### src/rtl/threshold_integrator_ctrl.sv
// Sequencer for one threshold_integrator: shadows its configuration, walks it through
// reset/enable/setup, and latches the first fault with a code until software clears it.
//
// state   | meaning
// --------+-----------------------------------------------------------------
// IDLE    | integrator held in reset, configuration accepted, waiting for arm
// CLEAR   | integrator reset held low for RESET_CYCLES before enabling
// ARM     | integrator enabled, waiting for int_setup_done with a timeout
// RUNNING | integrator operating, flags monitored
// FAULT   | fault latched, integrator disabled but not reset (state kept for diagnosis)
module threshold_integrator_ctrl #(
    parameter int RESET_CYCLES  = 4,
    parameter int SETUP_TIMEOUT = 1048576,
    parameter int MIN_WINDOW    = 2048
) (
    input  logic        clk,
    input  logic        reset,
    input  logic        cfg_valid,
    output logic        cfg_ready,
    input  logic [31:0] cfg_window,
    input  logic [14:0] cfg_threshold,
    input  logic        arm,
    input  logic        disarm,
    input  logic        fault_clear,
    output logic        int_resetn,
    output logic        int_enable,
    output logic [31:0] int_window,
    output logic [14:0] int_threshold_average,
    input  logic        int_setup_done,
    input  logic        int_over_thresh,
    input  logic        int_err_overflow,
    input  logic        int_err_underflow,
    output logic        running,
    output logic        fault,
    output logic [2:0]  fault_code,
    output logic        fault_irq
);

    localparam int RW = $clog2(RESET_CYCLES + 1);
    localparam int TW = $clog2(SETUP_TIMEOUT) + 1;
    localparam logic [RW-1:0] RLOAD = RW'(RESET_CYCLES);
    localparam logic [TW-1:0] TMAX  = TW'(SETUP_TIMEOUT - 1);
    localparam logic [31:0]   MIN_W = 32'(MIN_WINDOW);

    localparam logic [2:0] CODE_NONE     = 3'd0;
    localparam logic [2:0] CODE_OVER     = 3'd1;
    localparam logic [2:0] CODE_OVERFLOW = 3'd2;
    localparam logic [2:0] CODE_UNDER    = 3'd3;
    localparam logic [2:0] CODE_TIMEOUT  = 3'd4;
    localparam logic [2:0] CODE_BAD_WIN  = 3'd5;

    typedef enum logic [2:0] {
        S_IDLE, S_CLEAR, S_ARM, S_RUNNING, S_FAULT
    } state_t;

    state_t        state, state_next;
    logic [RW-1:0] rcnt;
    logic [TW-1:0] tcnt;
    logic [2:0]    code_next;
    logic          cfg_xfer;
    logic [31:0]   eff_window;
    logic          flag_any;
    logic [2:0]    flag_code;

    logic int_resetn_d, int_enable_d, running_d, fault_d, fault_irq_d;

    assign cfg_ready  = (state == S_IDLE);
    assign cfg_xfer   = cfg_valid & cfg_ready;
    assign eff_window = cfg_xfer ? cfg_window : int_window;
    assign flag_any   = int_err_overflow | int_err_underflow | int_over_thresh;

    always_comb begin
        flag_code = CODE_OVER;
        if (int_err_overflow)       flag_code = CODE_OVERFLOW;
        else if (int_err_underflow) flag_code = CODE_UNDER;
    end

    always_ff @(posedge clk) begin
        if (reset) state <= S_IDLE;
        else       state <= state_next;
    end

    // Flags take precedence over disarm so a fault coinciding with a stop is never lost.
    always_comb begin
        state_next = state;
        code_next  = CODE_NONE;
        case (state)
            S_IDLE: begin
                if (arm && !disarm) begin
                    if (eff_window < MIN_W) begin
                        state_next = S_FAULT;
                        code_next  = CODE_BAD_WIN;
                    end else begin
                        state_next = S_CLEAR;
                    end
                end
            end
            S_CLEAR: begin
                if (disarm)         state_next = S_IDLE;
                else if (rcnt == '0) state_next = S_ARM;
            end
            S_ARM: begin
                if (flag_any) begin
                    state_next = S_FAULT;
                    code_next  = flag_code;
                end else if (disarm) begin
                    state_next = S_IDLE;
                end else if (int_setup_done) begin
                    state_next = S_RUNNING;
                end else if (tcnt == TMAX) begin
                    state_next = S_FAULT;
                    code_next  = CODE_TIMEOUT;
                end
            end
            S_RUNNING: begin
                if (flag_any) begin
                    state_next = S_FAULT;
                    code_next  = flag_code;
                end else if (disarm) begin
                    state_next = S_IDLE;
                end
            end
            S_FAULT: begin
                if (fault_clear) state_next = S_IDLE;
                else             code_next  = fault_code;
            end
            default: state_next = S_IDLE;
        endcase
    end

    always_comb begin
        int_resetn_d = (state_next == S_ARM) || (state_next == S_RUNNING) || (state_next == S_FAULT);
        int_enable_d = (state_next == S_ARM) || (state_next == S_RUNNING);
        running_d    = (state_next == S_RUNNING);
        fault_d      = (state_next == S_FAULT);
        fault_irq_d  = (state_next == S_FAULT) && (state != S_FAULT);
    end

    always_ff @(posedge clk) begin
        if (reset) begin
            int_resetn            <= 1'b0;
            int_enable            <= 1'b0;
            running               <= 1'b0;
            fault                 <= 1'b0;
            fault_irq             <= 1'b0;
            fault_code            <= CODE_NONE;
            int_window            <= '0;
            int_threshold_average <= '0;
            rcnt                  <= '0;
            tcnt                  <= '0;
        end else begin
            int_resetn <= int_resetn_d;
            int_enable <= int_enable_d;
            running    <= running_d;
            fault      <= fault_d;
            fault_irq  <= fault_irq_d;
            fault_code <= code_next;
            if (cfg_xfer) begin
                int_window            <= cfg_window;
                int_threshold_average <= cfg_threshold;
            end
            if (state_next == S_CLEAR && state != S_CLEAR)
                rcnt <= RLOAD;
            else if (state == S_CLEAR && rcnt != '0)
                rcnt <= rcnt - 1'b1;
            // Timeout counter saturates rather than wrapping.
            if (state_next == S_ARM && state != S_ARM)
                tcnt <= '0;
            else if (state == S_ARM && tcnt != '1)
                tcnt <= tcnt + 1'b1;
        end
    end

endmodule
### config.mk
export PLATFORM = sky130hd
export DESIGN_NAME = threshold_integrator_ctrl
export DESIGN_NICKNAME = d
export VERILOG_FILES = /design/src/rtl/threshold_integrator_ctrl.sv
export SDC_FILE = /design/constraint.sdc
export NUM_CORES = 1
export LEC_CHECK = 0
export ABC_CLOCK_PERIOD_IN_PS = 2300
export CAP_MARGIN = 40
export CORE_ASPECT_RATIO = 0.7
export CORE_UTILIZATION = 40
export CTS_CLUSTER_DIAMETER = 150
export DETAILED_ROUTE_END_ITERATION = 10
export PLACE_DENSITY_LB_ADDON = 0.2
export RECOVER_POWER = 50
export SLEW_MARGIN = 20
export SYNTH_ARGS = -nofsm -noshare
export SYNTH_HDL_FRONTEND = slang
export SYNTH_SLANG_ARGS = --single-unit
export TNS_END_PERCENT = 10
### constraint.sdc
create_clock -name clk -period 2.3 [get_ports clk]
set_input_delay 0.575 -clock clk [delete_from_list [all_inputs] [get_ports clk]]
set_output_delay 0.575 -clock clk [all_outputs]
set_load 0.01 [all_outputs]
# Yosys cells after proc, flatten, opt, wreduce, memory -nomap -nowiden
# Index checks and enable logic that the tools add are counted.
classes:
  n_eq_ne: 14
  n_bitwise: 3
  n_mux: 26
  magnitude_cmp: 1
  add_sub_neg: 2
  reduce_logical: 15
ops:
  columns: ["operator", "count"]
  rows:
  - ["$mux W3", 21]
  - ["$lt A32 B12 Y1 const B", 1]
  - ["$mux W32", 1]
  - ["$add A21 B1 Y21 const B", 1]
  - ["$eq A21 B20 Y1 const B", 1]
  - ["$ne A21 B21 Y1 const B", 1]
  - ["$pmux W3 S5", 1]
  - ["$eq A3 B2 Y1 const B", 4]
  - ["$pmux W3 S4", 1]
  - ["$eq A3 B1 Y1 const B", 2]
  - ["$eq A3 B3 Y1 const B", 2]
  - ["$logic_and A1 B1 Y1", 6]
  - ["$logic_not A3 Y1", 2]
  - ["$mux W2", 2]
  - ["$reduce_or A2 Y1", 2]
  - ["$ne A3 B1 Y1 const B", 1]
  - ["$ne A3 B2 Y1 const B", 1]
  - ["$ne A3 B3 Y1 const B", 1]
  - ["$reduce_bool A3 Y1", 1]
  - ["$sub A3 B1 Y3 const B", 1]
  - ["$logic_or A1 B1 Y1", 2]
  - ["$ne A2 B2 Y1 const B", 1]
  - ["$or A1 B1 Y1", 2]
  - ["$reduce_bool A2 Y1", 1]
  - ["other kinds (2)", 2]
totals:
  out_inout_bits: 56
  regBits: 82
  elab_cells: 73

# Longest topological paths before layout
depth:
  depth_word: 10
  mapped_depth: 8
  ltp_nobuf: 7

# Worst setup path before layout
# Ideal clock, no wire load.
synth_timing:
  kind: "input port to flip-flop"
  start: "input port int_err_underflow"
  end: "register tcnt[0]"
  stages: 6
  n_path_buf: 1
  slack_ps: 520
  t_arrival_ps: 1652
  cell_sequence: "nor3_1 -> nand2_1 -> a21oi_1 -> a21o_1 -> clkbuf_1 -> nor2_1"
synth_via:
  elab_chain_cells: 7
  word_cells_on_any_way: 8
synth_lines:
  columns: ["element", "line", "source"]
  rows:
  - ["from (decl)", "32", "input logic int_err_underflow,"]
  - ["$or A1 B1 Y1 (*) (2 in a row)", "70", "assign flag_any = int_err_overflow | int_err_underflow | int_over_thresh;"]
  - ["$mux W3 (on tied branches)", "116, 103", null]
  - ["$pmux W3 S5 (*)", "87", "case (state)"]
  - ["$eq A3 B2 Y1 (*)", "167", "if (state_next == S_ARM && state != S_ARM)"]
  - ["$logic_and A1 B1 Y1 (*)", "167", null]
  - ["$reduce_or A2 Y1 (no source line) (*)", null, null]
  - ["to (signal assigned)", "170", "tcnt <= tcnt + 1'b1;"]
  - ["to (decl)", "58", "logic [TW-1:0] tcnt;"]
# Every way passes the cells marked *; elsewhere a longest branch is shown, timed or not.
# A chain may end at the register's enable or synchronous reset.

# Worst setup path after layout
layout_timing:
  start: "register state[0]"
  end: "output port cfg_ready"
layout_via:
  elab_chain_cells: 1
layout_lines:
  columns: ["element", "line", "source"]
  rows:
  - ["from (decl)", "56", "state_t state, state_next;"]
  - ["from (signal assigned)", "80", "else state <= state_next;"]
  - ["$logic_not A3 Y1", "67", "assign cfg_ready = (state == S_IDLE);"]
  - ["to (decl)", "19", "output logic cfg_ready,"]
# Every way passes these cells.

==> qor.yml <==
route:
  viasPerCell: 5.23
  top_layer: "met4"
  wl_met1_um: 4360
  firstDrtPassIters: 5
  wl_per_cell_um: 14.1
  ant_nets: 0
  wl_met3_um: 754
  drc: 0
  drtIter0Drc: 216
  via_count: 3314
  routed_wl_um: 8960
  wl_met2_um: 3740
worst_setup_path:
  slowest_stage: "clkdlybuf4s50_1"
  reg2reg_from: "tcnt[8]"
  start_kind: "flip-flop"
  cp_cell_sequence: "nor3_1 -> clkdlybuf4s50_1"
  arrival_ns: 1.57
  end_kind: "output port"
  critical_path_required_ns: 1.73
  worstSetupPathType: "flip-flop to output port"
  path_buf_inv: 1
  critPathTopFamily: "buffers and inverters"
  reg2reg_depth: 6
  regToRegSetupSlack_ns: 0.35
  slowest_delay_ns: 0.58
  r2r_end: "int_enable"
  cp_max_fo: 9
clock_tree:
  cts_htree_levels: 3
  clk_latency_ns: 0.33
  clock_sinks: 82
  path_clk_slew_ns: 0.05
  clk_path_buf_depth: 2
  cts_hold_buffers: 0
  cts_setup_buffers: 0
  cts_tree: "yes"
  clockRootBuffer: "clkbuf_16"
  ctsResizeCount: 0
  cts_buffers: 9
power_and_ir_drop:
  p_clk_share_pct: 38.9
  seqPwrFrac_pct: 47.5
  vdd_drop_max_mv: 0.387
  p_int_mw: 2.45
  p_per_area_mw_per_mm2: 647
  power.share.combinational_pct: 13.5
  p_leak_nw: 1.94
  swShare_pct: 23.4
  netSwitchingPower_uw: 749
timing:
  timing.slew.headroom_pct: 40.3
  finalMaxSlewViolations: 0
  min_period_ns: 2.15
  finalSetupTns_ns: 0
  rsz0062_at_grt: "no"
  timing_hold_violations_final: 0
  setup_violations: 0
  skew_ns: 0.00257
  worst_pin_slew_ns: 0.895
  timing.final.crit_share_pct: 93.3
  timing.fmax_mhz: 466
logic_synthesis:
  yosys_warnings: 0
  ys_async_sr_fraction_pct: 0
  synth_top_flop_cell: "dfxtp_1"
  yosysSeqAreaShare_pct: 47.7
  synth.net_count: 480
  ys_ff_latch: 82
  synth_edf_count: 0
  syn-cell-area_mm2: 0.00344
  yosysUniqueCellTypes: 51
  synthCells: 420
  postSynthAreaPerCell_um2: 8.19
grt:
  grt_pass1_vias: 3027
  grt_max_degree: 48
  antenna_found_initial: 0
  grt_pass1_wl_um: 14700
  globalRouteTotalUtil_pct: 21.2
  grt_overflow: 0
floorplan:
  fp-row-count: 27
  core_area_mm2: 0.00811
  dieArea_mm2: 0.00898
  initial_core_util_pct: 42.4
  die_y_um: 79.6
  die_w_um: 113
  ios: 113
layout:
  drive_gt1_share_pct: 6.38
  nets: 592
  num_antenna_cells: 0
  area_delta_synth_final_pct: 43.5
  design_area_mm2: 0.00493
placed_design:
  place_congestion: 0.827
  port-buffer-count: 112
  dp_hpwl_um: 6570
  place_area_mm2: 0.00469
min_path:
  min_to: "int_threshold_average[1]"
  min_from: "int_threshold_average[1]"
  hold-path-cell-count: 2
  hold_path_class: "flip-flop to flip-flop"
job:
  maxCapViolCount: 0
status:
  outcome: "finished, final reports clean"
==> metrics by stage <==
step / std cells / hold WS [ns] / total power [mW] / utilization, % / setup slack, ns
finish: 634 / 0.449 / 3.19 / 60.9 / 0.154
global route: 634 / 0.463 / 3.33 / 60.9 / 0.0471
CTS: 634 / 0.454 / 3.24 / 60.9 / 0.137
detailed placement: 622 / 0.447 / 2.00 / 57.9 / -0.103
global placement: 622 / 0.442 / 1.99 / 57.9 / -0.0299
floorplan: 420 / 0.448 / 1.73 / - / 0.520
==> flip-flops by register name, summed over array words and instances, names as in the netlist <==
name                   cells
int_window                32
tcnt                      21
int_threshold_average     15
fault_code                 3
rcnt                       3
state                      3
fault                      1
fault_irq                  1
int_enable                 1
int_resetn                 1
running                    1
==> power groups by stage <==
| stage | Sequential (mW) | Combinational [mW] | Clock [mW] |
|---|---|---|---|
| 2_1_floorplan | 1.57 | 0.161 | 0 |
| 3_3_place_gp | 1.55 | 0.440 | 0 |
| 3_5_place_dp | 1.55 | 0.447 | 0 |
| 4_1_cts | 1.52 | 0.449 | 1.27 |
| 5_1_grt | 1.52 | 0.472 | 1.34 |
| 6_report | 1.52 | 0.433 | 1.24 |
==> worst max path at each step <==
stage                      start   endpoint  slack (ns)  cells past startpoint
2_1_floorplan  int_err_underflow    tcnt[0]        0.52                      6
3_3_place_gp      cfg_window[28]    rcnt[1]       -0.03                      6
3_5_place_dp      cfg_window[28]    rcnt[1]       -0.10                      6
4_1_cts                 state[0]  cfg_ready        0.14                      2
5_1_grt                 state[0]  cfg_ready        0.05                      2
6_report                state[0]  cfg_ready        0.15                      2
==> metal layers <==
layer  vias up  track usage [%]
li1       1670                -
met1      1505             29.1
met2       129             30.6
met3        10             7.74
met4         0             6.80
met5         -                0
==> cell usage in the layout, fill, tap and decap left out, drive strengths merged, types with 3 or more instances in the layout <==
| master | netlist | layout |
|---|---|---|
| nand2 | 105 | 105 |
| dfxtp | 82 | 82 |
| clkdlybuf4s50 | 0 | 75 |
| a21oi | 61 | 61 |
| dlygate4sd3 | 0 | 36 |
| nor2 | 26 | 26 |
| buf | 9 | 14 |
| xor2 | 13 | 13 |
| clkbuf | 17 | 13 |
| o21ai | 11 | 11 |
| nand3 | 10 | 10 |
| nor3 | 8 | 8 |
| nor4 | 8 | 8 |
| nand4 | 6 | 6 |
| and4 | 6 | 6 |
| inv | 5 | 5 |
| nand2b | 5 | 5 |
| and3 | 4 | 4 |
| and2 | 4 | 4 |
| o2111ai | 4 | 4 |
| o31ai | 3 | 3 |
| or4 | 3 | 3 |
| o211ai | 3 | 3 |
| ha | 3 | 3 |
==> cell families (layout without fill, tap and decap cells) <==
kind of cell | count (synthesis) | count (layout) | share of synthesized area, %
flops | 82 | 82 | 47.7
fa+ha+maj | 3 | 3 | 1.09
simple gates | 195 | 195 | 27.0
mux | 1 | 1 | 0.291
xor+xnor | 14 | 14 | 3.57
compound gates | 94 | 94 | 16.3
buf+inv | 31 | 144 | 4.11
==> area by class of cell <==
type                            instances  area (um2)
Fill cell                             703        3170
Multi-Input combinational cell        307        1670
Sequential cell                        82        1640
Timing Repair Buffer                  127        1230
Clock buffer                           11         243
Tap cell                              101         126
Inverter                                5        18.8
Clock inverter                          1        5.00
==> cells in the mapped netlist (2+ instances only) <==
cell	instances	area (um2)
nand2_1	105	394
dfxtp_1	82	1640
a21oi_1	61	305
nor2_1	26	97.6
clkbuf_1	16	60.1
xor2_1	13	114
nand3_1	9	45.0
o21ai_0	9	45.0
nor3_1	8	40.0
nor4_1	8	50.1
and4_1	6	52.6
nand4_1	6	37.5
inv_1	5	18.8
nand2b_1	5	31.3
and2_1	4	25.0
and3_1	4	25.0
buf_2	4	20.0
o2111ai_1	4	35.0
buf_4	3	22.5
ha_1	3	37.5
o211ai_1	3	22.5
o31ai_1	3	22.5
or4_1	3	22.5
a31oi_1	2	12.5
or3_1	2	12.5
==> worst min-delay path, delay by kind of cell (launching register included) <==
| kind | cells | cell delay (ns) |
|---|---|---|
| compound gates | 1 | 0.05 |
| simple gates | 1 | 0.05 |
| flops | 1 | 0.30 |
(Power assumes the default switching activity.)
